--- config.mk ---
export PLATFORM = sky130hd
export DESIGN_NAME = exc_ctrl
export DESIGN_NICKNAME = d
export VERILOG_FILES = /design/src/rtl/exc_pkg.sv /design/src/rtl/flush_counter.sv /design/src/rtl/exc_ctrl.sv
export SDC_FILE = /design/constraint.sdc
export NUM_CORES = 1
export LEC_CHECK = 0
export BUFFER_PORTS_ARGS = -buffer_cell sky130_fd_sc_hd__buf_4
export CORE_MARGIN = 1
export CORE_UTILIZATION = 45
export CTS_BUF_LIST = sky130_fd_sc_hd__clkbuf_8
export DETAILED_ROUTE_END_ITERATION = 16
export PLACE_DENSITY = 0.8
export SLEW_MARGIN = 20
export SYNTH_ARGS = -nofsm -noshare
export SYNTH_HDL_FRONTEND = slang
export SYNTH_SLANG_ARGS = --single-unit
--- constraint.sdc ---
create_clock -name clk -period 2 [get_ports clk]
set_clock_uncertainty 0.05 [all_clocks]
set_input_delay 0.1 -clock clk [delete_from_list [all_inputs] [get_ports clk]]
set_output_delay 0.1 -clock clk [all_outputs]
set_load 0.01 [all_outputs]
--- src/rtl/exc_pkg.sv ---
// Shared exception-controller types: FSM states, ESR cause codes and the default handler vector.
// Constants only; no timing or flow control of its own.
package exc_pkg;

  typedef enum logic [1:0] {
    RUN     = 2'd0,
    FLUSH   = 2'd1,
    HANDLER = 2'd2,
    HALT    = 2'd3
  } state_e;

  localparam logic [3:0] ESR_IRQ     = 4'b0001;
  localparam logic [3:0] ESR_UNDEF   = 4'b0010;
  localparam logic [3:0] ESR_BADERET = 4'b0100;
  localparam logic [3:0] ESR_DFAULT  = 4'b1000;

  localparam logic [63:0] VECTOR_ADDR_DFLT = 64'h0000_0000_0000_00D8;

  // Flush length is 1..7, so a 3-bit counter covers every legal setting.
  localparam int unsigned FLUSH_CNT_W = 3;

endpackage

--- src/rtl/flush_counter.sv ---
// Loadable down-counter; done_o is high during the last counted cycle (count == 1).
// Load takes effect on the next edge; no backpressure, it just counts while en_i is high.
module flush_counter
  import exc_pkg::*;
(
  input  logic                   clk_i,
  input  logic                   rst_n_i,
  input  logic                   load_i,
  input  logic [FLUSH_CNT_W-1:0] load_val_i,
  input  logic                   en_i,
  output logic                   done_o
);

  logic [FLUSH_CNT_W-1:0] cnt_q;
  logic [FLUSH_CNT_W-1:0] cnt_d;

  always_comb begin
    cnt_d = cnt_q;
    if (load_i) begin
      cnt_d = load_val_i;
    end else if (en_i && (cnt_q != '0)) begin
      cnt_d = cnt_q - {{(FLUSH_CNT_W-1){1'b0}}, 1'b1};
    end
  end

  always_ff @(posedge clk_i) begin
    if (!rst_n_i) begin
      cnt_q <= '0;
    end else begin
      cnt_q <= cnt_d;
    end
  end

  assign done_o = (cnt_q == {{(FLUSH_CNT_W-1){1'b0}}, 1'b1});

endmodule

--- src/rtl/exc_ctrl.sv ---
// Exception/interrupt controller: captures ELR/ESR, redirects PC to the vector or back to ELR, drives flush.
// Event on edge k -> redirect pulse in cycle k+1, flush for FLUSH_CYCLES cycles; no backpressure, all outputs registered.
module exc_ctrl
  import exc_pkg::*;
#(
  parameter int unsigned    N            = 64,
  parameter logic [N-1:0]   VECTOR_ADDR  = N'(VECTOR_ADDR_DFLT),
  parameter int unsigned    FLUSH_CYCLES = 1
) (
  input  logic         clk,
  input  logic         reset,
  input  logic         instr_valid,
  input  logic         Exc,
  input  logic         ERet,
  input  logic [3:0]   EStatus,
  input  logic         ExtIRQ,
  input  logic [N-1:0] pc_in,
  output logic         redirect,
  output logic [N-1:0] redirect_pc,
  output logic         flush,
  output logic [N-1:0] elr,
  output logic [3:0]   esr,
  output logic         in_handler,
  output logic         irq_pending,
  output logic         fatal
);

  localparam logic [FLUSH_CNT_W-1:0] FLUSH_LOAD = FLUSH_CNT_W'(FLUSH_CYCLES);

  state_e       state_q, state_d;
  state_e       dest_q, dest_d;
  logic         redirect_q, redirect_d;
  logic [N-1:0] redirect_pc_q, redirect_pc_d;
  logic         flush_q, flush_d;
  logic [N-1:0] elr_q, elr_d;
  logic [3:0]   esr_q, esr_d;
  logic         in_handler_q, in_handler_d;
  logic         irq_pending_q, irq_pending_d;
  logic         fatal_q, fatal_d;

  logic         cnt_load;
  logic         cnt_en;
  logic         cnt_done;
  logic         take_entry;

  flush_counter u_flush_counter (
    .clk_i      (clk),
    .rst_n_i    (reset),
    .load_i     (cnt_load),
    .load_val_i (FLUSH_LOAD),
    .en_i       (cnt_en),
    .done_o     (cnt_done)
  );

  always_comb begin
    state_d       = state_q;
    dest_d        = dest_q;
    redirect_d    = 1'b0;
    redirect_pc_d = redirect_pc_q;
    flush_d       = flush_q;
    elr_d         = elr_q;
    esr_d         = esr_q;
    in_handler_d  = in_handler_q;
    fatal_d       = fatal_q;
    cnt_load      = 1'b0;
    cnt_en        = 1'b0;
    take_entry    = 1'b0;
    // IRQs latch whenever unmasked, independent of the FSM state.
    irq_pending_d = irq_pending_q | (ExtIRQ & ~in_handler_q);

    case (state_q)
      RUN: begin
        if (instr_valid && Exc) begin
          elr_d      = pc_in;
          esr_d      = EStatus;
          take_entry = 1'b1;
        end else if (instr_valid && ERet) begin
          elr_d      = pc_in;
          esr_d      = ESR_BADERET;
          take_entry = 1'b1;
        end else if (irq_pending_q) begin
          elr_d         = pc_in;
          esr_d         = ESR_IRQ;
          irq_pending_d = 1'b0;
          take_entry    = 1'b1;
        end
        if (take_entry) begin
          state_d       = FLUSH;
          dest_d        = HANDLER;
          redirect_d    = 1'b1;
          redirect_pc_d = VECTOR_ADDR;
          flush_d       = 1'b1;
          cnt_load      = 1'b1;
        end
      end

      FLUSH: begin
        cnt_en = 1'b1;
        if (cnt_done) begin
          state_d      = dest_q;
          flush_d      = 1'b0;
          in_handler_d = (dest_q == HANDLER);
        end
      end

      HANDLER: begin
        // A fault inside the handler has no safe resume point, so it is terminal.
        if (instr_valid && Exc) begin
          state_d = HALT;
          fatal_d = 1'b1;
          esr_d   = ESR_DFAULT;
          flush_d = 1'b1;
        end else if (instr_valid && ERet) begin
          state_d       = FLUSH;
          dest_d        = RUN;
          redirect_d    = 1'b1;
          redirect_pc_d = elr_q;
          flush_d       = 1'b1;
          cnt_load      = 1'b1;
          in_handler_d  = 1'b0;
        end
      end

      HALT: begin
        flush_d = 1'b1;
        fatal_d = 1'b1;
      end

      default: begin
        state_d = RUN;
      end
    endcase
  end

  always_ff @(posedge clk) begin
    if (!reset) begin
      state_q       <= RUN;
      dest_q        <= RUN;
      redirect_q    <= 1'b0;
      redirect_pc_q <= '0;
      flush_q       <= 1'b0;
      elr_q         <= '0;
      esr_q         <= '0;
      in_handler_q  <= 1'b0;
      irq_pending_q <= 1'b0;
      fatal_q       <= 1'b0;
    end else begin
      state_q       <= state_d;
      dest_q        <= dest_d;
      redirect_q    <= redirect_d;
      redirect_pc_q <= redirect_pc_d;
      flush_q       <= flush_d;
      elr_q         <= elr_d;
      esr_q         <= esr_d;
      in_handler_q  <= in_handler_d;
      irq_pending_q <= irq_pending_d;
      fatal_q       <= fatal_d;
    end
  end

  assign redirect    = redirect_q;
  assign redirect_pc = redirect_pc_q;
  assign flush       = flush_q;
  assign elr         = elr_q;
  assign esr         = esr_q;
  assign in_handler  = in_handler_q;
  assign irq_pending = irq_pending_q;
  assign fatal       = fatal_q;

endmodule

==> results of run 1 <==
## state kept, by name (all words and copies together) (netlist names)
name / count
fatal: 1
redirect: 1
elr: 64
redirect_pc: 64
esr: 4
flush: 1
in_handler: 1
u_flush_counter.cnt_q: 3
state_q: 2
irq_pending: 1
dest_q: 1
## metrics by stage
| step | std cells | setup WS (ps) |
|---|---|---|
| after global routing | 1123 | 20.6 |
| after CTS | 1121 | 60.8 |
| after global placement | 1008 | 204 |
| final | 1124 | 115 |
| after floorplan | 681 | 288 |
| after detailed placement | 1008 | 88.3 |
## cell type report
type	count	area, sq um
inverters	14	52.6
repair buffers	310	2610
multi-input cells	456	2480
well taps	168	210
flip-flops and latches	143	2860
diodes	1	2.50
clock inverters	12	120
clock buffers	20	275
fillers	932	3540
## routing by layer
metal	up-vias	share of wire, %	GRT usage [%]
met2	224	50	42.6
met4	0	3.5	14.4
met5	-	0	0
met1	2737	41	28.2
li1	2900	-	-
met3	50	6.3	7.36
## power breakdown
part	switching, mW	leakage (nW)	internal (mW)
Sequential	0.205	1.17	3.10
Combinational	1.04	2.23	0.851
Clock	1.07	0.201	1.19
Total	2.31	3.60	5.14
## how the worst max path moves through the flow
stage / slack [ps] / endpoint / startpoint
after floorplan: 290 / redirect_pc[49]$_SDFFE_PN0P_ / state_q[0]$_SDFFE_PN0P_
after global placement: 200 / redirect_pc[7]$_SDFFE_PN0P_ / state_q[1]$_SDFFE_PN0P_
after detailed placement: 90 / redirect_pc[7]$_SDFFE_PN0P_ / state_q[1]$_SDFFE_PN0P_
after CTS: 60 / redirect_pc[7]$_SDFFE_PN0P_ / state_q[1]$_SDFFE_PN0P_
after global routing: 20 / esr[1]$_SDFFE_PN0P_ / state_q[0]$_SDFFE_PN0P_
final: 120 / esr[1]$_SDFFE_PN0P_ / state_q[0]$_SDFFE_PN0P_
## kinds of logic after synthesis
group / after synthesis
simple gates: 282
fa+ha+maj: 9
compound gates: 160
flops: 143
mux: 4
xor+xnor: 1
buf+inv: 82
## cell usage after synthesis
| cell | number | area [sq um] |
|---|---|---|
| dfxtp_1 | 143 | 2860 |
| nand2_1 | 135 | 507 |
| o21ai_0 | 118 | 591 |
| nand3_1 | 61 | 305 |
| nand4_1 | 61 | 382 |
| clkbuf_1 | 33 | 124 |
| buf_2 | 19 | 95.1 |
| inv_1 | 14 | 52.6 |
| a21oi_1 | 9 | 45.0 |
| ha_1 | 9 | 113 |
| nor2_1 | 8 | 30.0 |
| o21ai_1 | 8 | 40.0 |
| buf_1 | 7 | 26.3 |
| buf_6 | 5 | 56.3 |
| nand3_2 | 5 | 50.1 |
| o21ai_2 | 5 | 43.8 |
| a311oi_2 | 4 | 60.1 |
| a311oi_1 | 3 | 26.3 |
| clkbuf_2 | 3 | 15.0 |
| mux2i_1 | 3 | 30.0 |
| nand2b_1 | 3 | 18.8 |
| nor3_1 | 3 | 15.0 |
| a31oi_1 | 2 | 12.5 |
| and2_1 | 2 | 12.5 |
| nor2b_1 | 2 | 12.5 |
| a21bo_1 | 1 | 10.0 |
| a21boi_0 | 1 | 7.51 |
| a221oi_4 | 1 | 26.3 |
| a22oi_1 | 1 | 7.51 |
| buf_8 | 1 | 15.0 |
| mux2_2 | 1 | 11.3 |
| nand3b_1 | 1 | 7.51 |
| nand4b_1 | 1 | 8.76 |
| o2111ai_1 | 1 | 8.76 |
| o211a_1 | 1 | 10.0 |
| o211ai_2 | 1 | 12.5 |
| o21a_1 | 1 | 7.51 |
| o21ai_4 | 1 | 16.3 |
| o22ai_1 | 1 | 6.26 |
| o31ai_1 | 1 | 7.51 |
| xnor2_1 | 1 | 8.76 |
## worst min-delay path: cells and delay by family
kind | cells | cell delay (ps)
and+or+nand+nor | 2 | 180
muxes | 2 | 140
buffers and inverters | 1 | 80
## timing repair
item,CTS,global route
hold endpoints to repair,73,0
gates resized for setup,0,3
hold buffers,81,0
setup buffers,0,1
endpoints found under the setup margin,0,5
==> reports/metrics.cfg, run 1 <==
[cts]
htreeDepth = 4
cts_buffers = 17
clk_pin_slew_worst_paths_ps = 80
cts_tree = yes
cts_buffer_depth = 2
root_buffer = clkbuf_8
clk_latency_ps = 450
clock-sinks = 143

[critical_path]
r2r_cells = 7
critPathMaxStageDelay_ps = 570
cp.arrival_ps = 2170
critical_path_depth = 7
r2r_end = esr[1]$_SDFFE_PN0P_
endpoint_kind = flop
cp.buffers_inverters = 4
required_ps = 2280
r2r_slack_ps = 120
critPathMaxFanout = 15
path_cells = inv_1 > ha_4 > buf_4 > inv_1 > nand2_1 > o21ai_0 > dlygate4sd3_1
critPathTopFamily = buffers and inverters
cpMostUsedCell = inv_1
start_kind = flop
critPathKind = reg -> reg
worst_path_max_delay_cell = dlygate4sd3_1
r2r-start = state_q[0]$_SDFFE_PN0P_

[sta]
finalSetupTns_ps = 0
tightest_slew_ps = 530
hold_viol = 0
finalCritPeriodShare_pct = 94.2
slew_headroom_pct = 64.6
fmax_mhz = 531
setup_viol = 0
slew_viol_final = 0
grt_setup_unrepaired = no
post-route-min-period_ps = 1880
holdWs_ps = 43.1

[synthesis]
syn_avg_cell_area_sq_um = 8.37
synth_compound_area_share_pct = 16.5
synth-simple-area-share_pct = 23.7
synth_xor_area_share_pct = 0.154
ys_ff_latch = 143
synth_nets = 764
synth_top_family_by_area = simple AND/OR/NAND/NOR gates
synthMuxAreaShare_pct = 0.725
synthDistinctLibCells = 41
synth_fa_ha_area_share_pct = 1.98
netlist_area_sq_mm = 0.00570
yosysSeqAreaShare_pct = 50.3
netlist_instances = 681
yosys_warnings = 0

[global_route]
grt_pass1_wl_microns = 25900
grt_use_total_pct = 25.1
grt_max_degree = 100
grt_pass1_vias = 5481
grt_overflow = 0
antenna_found_initial = 0

[placed_design]
dpl.hpwl_microns = 9790
place.gp.congestion = 0.862
numPortBuffers = 210
placed_cell_area_sq_mm = 0.00736

[outcome]
status = finished clean

[drt]
antenna_left = 0
num_vias = 5911
dr.first_iter.drc_count = 542
drc_errors = 0
wirelength_microns = 16900
first_pass_iters = 5
wire_per_inst_microns = 15.0
viasPerCell = 5.26

[die]
die_area_sq_mm = 0.0131
initial_utilization_pct = 46.8
core_sq_mm = 0.0122
die_w_microns = 115
boundaryPins = 211
rows = 40
die_h_microns = 115

[min_path]
hold_depth = 5
worstHoldPathType = in -> reg
hold_path.startpoint = EStatus[2]
hold_end = esr[2]$_SDFFE_PN0P_

[cells_and_area]
syn_to_final_growth_pct = 51.3
final_area_sq_mm = 0.00862
utilization_pct = 70.9
drive_above_1_share_pct = 29.3
final_common_cell = buf_4
final_cell_mix = buf_4, dfxtp_1, nand2_1, o21ai_0, dlygate4sd3_1
fin_nets = 1025

[flow_run]
cap_violations = 0

[power]
vdd_drop_max_mv = 0.516
total_power_mw = 7.45
power.density_mw_per_mm2 = 865
p_leak_nw = 3.60

Power figures use the tool's default switching activity.
==> inputs of run 2 (changes only) <==
--- a/config.mk
+++ b/config.mk
@@ -6,7 +6,7 @@
 export NUM_CORES = 1
 export LEC_CHECK = 0
 export BUFFER_PORTS_ARGS = -buffer_cell sky130_fd_sc_hd__buf_4
-export CORE_MARGIN = 1
+export CORE_MARGIN = 8
 export CORE_UTILIZATION = 45
 export CTS_BUF_LIST = sky130_fd_sc_hd__clkbuf_8
 export DETAILED_ROUTE_END_ITERATION = 16
==> constraint.sdc (replaced) <==
create_clock -name clk -period 2.4 [get_ports clk]
set_clock_uncertainty 0.05 [all_clocks]
set_input_delay 0.12 -clock clk [delete_from_list [all_inputs] [get_ports clk]]
set_output_delay 0.12 -clock clk [all_outputs]
set_load 0.01 [all_outputs]
==> run 2 against run 1 <==
  * Non-clock buffer count down 8
  * Largest cell class unchanged
  * Final area down 1.3%
  * Final cell count down 0.44%
==> reports/metrics.cfg, run 2 (synthesized netlist as in run 1, its figures left out) <==
[drt]
num_vias = 5813  ; -1.7%
first_pass_iters = 5  ; unchanged
wire_per_inst_microns = 15.9  ; +5.7%
antenna_left = 0  ; unchanged
viasPerCell = 5.19  ; -1.2%
dr.first_iter.drc_count = 413  ; -24%
drc_errors = 0  ; unchanged
wirelength_microns = 17800  ; +5.3%

[critical_path]
worst_path_max_delay_cell = dlygate4sd3_1
critPathKind = reg -> reg
worstSetupStartpoint = state_q[1]$_SDFFE_PN0P_
cp.arrival_ps = 2520  ; +350 ps
critPathMaxStageDelay_ps = 590  ; +20 ps
endpoint_kind = flop
r2r-start = state_q[1]$_SDFFE_PN0P_
required_ps = 2730  ; +450 ps
critPathMaxFanout = 84  ; +69
path_cells = inv_1 > ha_4 > a21bo_4 > buf_16 > nand3_1 > o21ai_0 > dlygate4sd3_1
start_kind = flop

[die]
die_w_microns = 129  ; +12%
initial_utilization_pct = 45.7  ; -1.1 points
boundaryPins = 211  ; unchanged
rows = 41  ; +2.5%
die_h_microns = 129  ; +12%
core_sq_mm = 0.0125  ; +2.5%
die_area_sq_mm = 0.0165  ; +26%

[sta]
tightest_slew_ps = 776  ; +246 ps
fmax_mhz = 456  ; -14%
finalSetupTns_ps = 0  ; unchanged
setup_viol = 0  ; unchanged
grt_setup_unrepaired = no
timing.final.ws_setup_ps = 205  ; +89.5 ps
slew_viol_final = 0  ; unchanged
post-route-min-period_ps = 2200  ; +311 ps
finalCritPeriodShare_pct = 91.5  ; -2.8 points
hold_viol = 0  ; unchanged
slew_headroom_pct = 48.3  ; -16 points

[power]
vdd_drop_max_mv = 0.375  ; -27%
power.density_mw_per_mm2 = 700  ; -19%
p_leak_nw = 3.55  ; -1.2%

[cells_and_area]
syn_to_final_growth_pct = 49.4
final_common_cell = buf_4
final_area_sq_mm = 0.00851  ; -1.3%
drive_above_1_share_pct = 27.9  ; -1.4 points
final_cell_mix = buf_4, dfxtp_1, nand2_1, o21ai_0, dlygate4sd3_1
fin_nets = 1017  ; -0.78%
fillers = 1008  ; +8.2%

[global_route]
grt_use_total_pct = 21.3  ; -3.8 points
grt_pass1_vias = 5603  ; +2.2%
grt_overflow = 0  ; unchanged
grt_pass1_wl_microns = 28100  ; +8.5%
grt_max_degree = 118  ; +18%
antenna_found_initial = 0  ; unchanged

[min_path]
worstHoldPathType = in -> reg
hold_path.startpoint = EStatus[2]

[cts]
clock-sinks = 143  ; unchanged
clk_latency_ps = 440  ; about the same
cts_tree = yes
root_buffer = clkbuf_8
cts_buffers = 17  ; unchanged
clk_pin_slew_worst_paths_ps = 80  ; about the same
cts_buffer_depth = 2  ; unchanged
htreeDepth = 4  ; unchanged
postCtsSetupBuffers = 0  ; unchanged

[flow_run]
cap_violations = 0  ; unchanged

[placed_design]
place_ws_ps = 342  ; +253 ps
place.gp.congestion = 0.813  ; -5.6%
dpl.hpwl_microns = 10900  ; +11%
numPortBuffers = 210  ; unchanged
placed_cell_area_sq_mm = 0.00729  ; -0.95%

[outcome]
status = finished clean

-- run 2: cell count changes in the layout (fill, tap and decap cells not counted), sizes merged --
cell | before | now
dlygate4sd3 | 81 | 85
clkinvlp | 4 | 1
inv | 17 | 19
clkbuf | 21 | 19
buf | 228 | 217
clkinv | 3 | 5
bufinv | 2 | 1
-- run 2: routing by layer --
layer / track usage (%) / part of all wire (%) / up-vias
li1: - / - / 2887
met1: 23.3 / 39 / 2620
met2: 34.1 / 48 / 244
met3: 8.19 / 8.3 / 62
met4: 13.9 / 4.9 / 0
met5: 0 / 0 / -
-- run 2: area by class of cell --
class / instances / area, sq um / share of cell area (%)
Sequential cell: 143 / 2860 / 33.6
Multi-Input combinational cell: 456 / 2480 / 29.1
Tap cell: 172 / 215 / 2.53
Timing Repair Buffer: 302 / 2550 / 30.0
Inverter: 14 / 52.6 / 0.618
Clock inverter: 12 / 81.3 / 0.956
Antenna cell: 1 / 2.50 / 0.0294
Clock buffer: 19 / 262 / 3.07
-- run 2: worst paths after layout --
| path | endpoint | depth (start not counted) | slack [ps] |
|---|---|---|---|
| max | elr[6]$_SDFFE_PN0P_ | 7 | 200 |
| min | esr[2]$_SDFFE_PN0P_ | 5 | 90 |
| min reg2reg | redirect_pc[52]$_SDFFE_PN0P_ | 2 | 410 |
| max reg2reg | elr[6]$_SDFFE_PN0P_ | 7 | 200 |
-- run 2: worst max-delay path: cells and delay by family (launching register included) --
family | cells | cell delay, ps
fa+ha+maj | 1 | 210
compound gates | 2 | 330
flops | 1 | 410
buf+inv | 3 | 980
simple gates | 1 | 120
-- run 2: metrics by stage --
step	total power [mW]	std cells	utilization (%)	hold slack, ps
3_5_place_dp	4.16	1002	58.5	318
2_1_floorplan	3.60	681	-	203
3_3_place_gp	4.13	1002	58.5	316
4_1_cts	5.96	1118	68.1	58.8
6_report	5.95	1119	68.3	92.1
5_1_grt	6.27	1118	68.2	80.7
-- run 2: power breakdown --
part	internal, mW	switching, mW	leakage [nW]	total, mW
logic	0.669	0.840	2.19	1.51
registers	2.58	0.173	1.17	2.76
clock network	0.839	0.849	0.197	1.69
total	4.09	1.86	3.55	5.95
-- run 2: repair_timing --
item / 4_1_cts / 5_1_grt
endpoints found under the setup margin: 0 / 3
hold buffers: 85 / 0
endpoints found under the hold margin: 72 / 0
gates resized for setup: 0 / 3
==> inputs of run 3 (changes only) <==
--- a/config.mk
+++ b/config.mk
@@ -7,10 +7,10 @@
 export LEC_CHECK = 0
 export BUFFER_PORTS_ARGS = -buffer_cell sky130_fd_sc_hd__buf_4
 export CORE_MARGIN = 8
-export CORE_UTILIZATION = 45
+export CORE_UTILIZATION = 50
 export CTS_BUF_LIST = sky130_fd_sc_hd__clkbuf_8
 export DETAILED_ROUTE_END_ITERATION = 16
-export PLACE_DENSITY = 0.8
+export PLACE_DENSITY = 0.87
 export SLEW_MARGIN = 20
 export SYNTH_ARGS = -nofsm -noshare
 export SYNTH_HDL_FRONTEND = slang
==> run 3 against run 2 <==
  * Critical path depth stayed put
  * Highest routed layer unchanged
  * Final cell count is 3.6% lower
  * Largest power group unchanged
  * Routed wire length is 3.0% higher
  * Critical endpoint is now redirect_pc[40]$_SDFFE_PN0P_
==> reports/metrics.cfg, run 3 (synthesized netlist as in run 1, its figures left out) <==
[cts]
root_buffer = clkbuf_8
clk_latency_ps = 430  ; about the same
cts_buffers = 17  ; unchanged
ctsResizeCount = 0  ; unchanged
cts_tree = yes
clk_pin_slew_worst_paths_ps = 80  ; about the same
postCtsSetupBuffers = 0  ; unchanged
cts_buffer_depth = 2  ; unchanged
htreeDepth = 4  ; unchanged
clock-sinks = 143  ; unchanged

[critical_path]
cp.arrival_ps = 2430  ; -90 ps
start_kind = flop
worst_path_max_delay_cell = o211ai_4
critPathMaxFanout = 54  ; -36%
endpoint_kind = flop
critPathKind = reg -> reg
required_ps = 2680  ; -50 ps
path_cells = inv_1 > ha_1 > o21ai_1 > o211ai_4 > buf_12 > nand4_1 > o21ai_0
critPathMaxStageDelay_ps = 420  ; -170 ps

[power]
seqPwrFrac_pct = 42.4  ; -3.9 points
vdd_drop_max_mv = 0.475  ; +27%
switching_power_mw = 1.97  ; +5.6%
power.density_mw_per_mm2 = 769  ; +9.9%
p_int_mw = 4.54  ; +11%
comb_power_share_pct = 23.1  ; -2.2 points
total_power_mw = 6.51  ; +9.3%
p_leak_nw = 3.55  ; about the same
switching_share_pct = 30.2  ; -1.1 points
clkPwrFrac_pct = 34.4  ; +6.1 points

[placed_design]
dpl.hpwl_microns = 11200  ; +3.1%
place.gp.congestion = 0.814  ; about the same
numPortBuffers = 210  ; unchanged
place_ws_ps = 331  ; -11.1 ps

[drt]
first_pass_iters = 5  ; unchanged
wirelength_microns = 18300  ; +3.0%
antenna_left = 0  ; unchanged
dr.first_iter.drc_count = 538  ; +30%
viasPerCell = 5.49  ; +5.6%
wire_per_inst_microns = 17.0  ; +6.8%
drc_errors = 0  ; unchanged
num_vias = 5919  ; +1.8%

[cells_and_area]
final_cell_mix = buf_4, dfxtp_1, nand2_1, o21ai_0, dlygate4sd3_1
fin_nets = 1005  ; -1.2%
final_common_cell = buf_4
regArea_sq_mm = 0.00286  ; unchanged
utilization_pct = 75.1  ; +6.8 points
multi_input_area_sq_mm = 0.00247  ; -0.50%
syn_to_final_growth_pct = 48.6
fillers = 736  ; -27%
drive_above_1_share_pct = 29.1  ; +1.2 points

[sta]
tightest_slew_ps = 533  ; -243 ps
timing.final.ws_setup_ps = 246  ; +40.9 ps
fmax_mhz = 464  ; +1.9%
grt_setup_unrepaired = no
slew_headroom_pct = 64.4  ; +16 points
finalSetupTns_ps = 0  ; unchanged
post-route-min-period_ps = 2150  ; -40.9 ps
finalCritPeriodShare_pct = 89.8  ; -1.7 points
setup_viol = 0  ; unchanged
hold_viol = 0  ; unchanged
slew_viol_final = 0  ; unchanged

[die]
initial_utilization_pct = 50.5  ; +4.8 points
core_sq_mm = 0.0113  ; -9.6%
die_area_sq_mm = 0.0151  ; -8.8%
rows = 39  ; -4.9%
boundaryPins = 211  ; unchanged
die_h_microns = 123  ; -4.5%
die_w_microns = 123  ; -4.5%

[global_route]
grt_max_degree = 113  ; -4.2%
grt_overflow = 0  ; unchanged
antenna_found_initial = 1  ; +1
grt_use_total_pct = 23.6  ; +2.3 points
grt_pass1_wl_microns = 28400  ; +1.0%
grt_pass1_vias = 5783  ; +3.2%

[min_path]
worstHoldPathType = in -> reg

[flow_run]
cap_violations = 0  ; unchanged

[outcome]
status = finished clean

## run 3: changes by cell type in the layout (fill, tap and decap cells not counted)
cell / change
clkinv_2: -4
ha_1: +1
buf_12: +2
ha_4: -1
dlygate4sd3_1: -16
inv_1: -4
clkinv_4: +3
buf_16: -1
inv_6: +2
bufinv_16: +4
buf_4: +3
## run 3: final cells by class
type / instances / share of cell area (%)
Clock buffer: 19 / 3.09
Sequential cell: 143 / 33.8
Timing Repair Buffer: 290 / 28.7
Multi-Input combinational cell: 456 / 29.2
Tap cell: 143 / 2.11
Inverter: 14 / 0.621
Antenna cell: 1 / 0.0296
Clock inverter: 13 / 2.48
## run 3: worst paths after layout
kind,from,to,slack [ps],cells after the start
max,state_q[1]$_SDFFE_PN0P_,redirect_pc[40]$_SDFFE_PN0P_,250,7
min reg2reg,redirect_pc[34]$_SDFFE_PN0P_,redirect_pc[34]$_SDFFE_PN0P_,410,2
min,reset,elr[51]$_SDFFE_PN0P_,30,3
max reg2reg,state_q[1]$_SDFFE_PN0P_,redirect_pc[40]$_SDFFE_PN0P_,250,7
## run 3: what timing repair did
| item | 4_1_cts | 5_1_grt |
|---|---|---|
| hold endpoints to repair | 68 | 0 |
| hold buffers | 69 | 0 |
| setup endpoints to repair | 0 | 0 |
## run 3: routing by layer
metal,up-vias,share of wire (%),routed length (microns),track usage (%)
li1,2862,-,-,-
met5,-,0,0,0
met3,53,8.3,1530,8.23
met2,253,51,9260,39.9
met4,0,3.7,674,13.5
met1,2751,37,6870,25.1
## run 3: power groups by stage
stage,clock [mW],sequential (mW),combinational (mW)
after floorplan,0,2.86,0.741
after global placement,0,2.80,1.35
after detailed placement,0,2.80,1.39
after CTS,2.26,2.75,1.49
after global routing,2.38,2.79,1.64
final,2.24,2.76,1.50
## run 3: worst max-delay path: cells and delay by family, from the launching register on
kind / cells / cell delay, ps
AND/OR/NAND/NOR: 1 / 110
adder cells (fa/ha/maj): 1 / 360
AO/OA/AOI/OAI: 3 / 740
flip-flops: 1 / 360
buffers and inverters: 2 / 400
## run 3: metrics by stage
| stage | hold WS, ps | cells | area [sq um] |
|---|---|---|---|
| 2_1_floorplan | 203 | 681 | 5700 |
| 3_3_place_gp | 317 | 977 | 7300 |
| 3_5_place_dp | 321 | 977 | 7300 |
| 4_1_cts | 5.63 | 1078 | 8460 |
| 5_1_grt | 36.9 | 1079 | 8460 |
| 6_report | 33.8 | 1079 | 8460 |
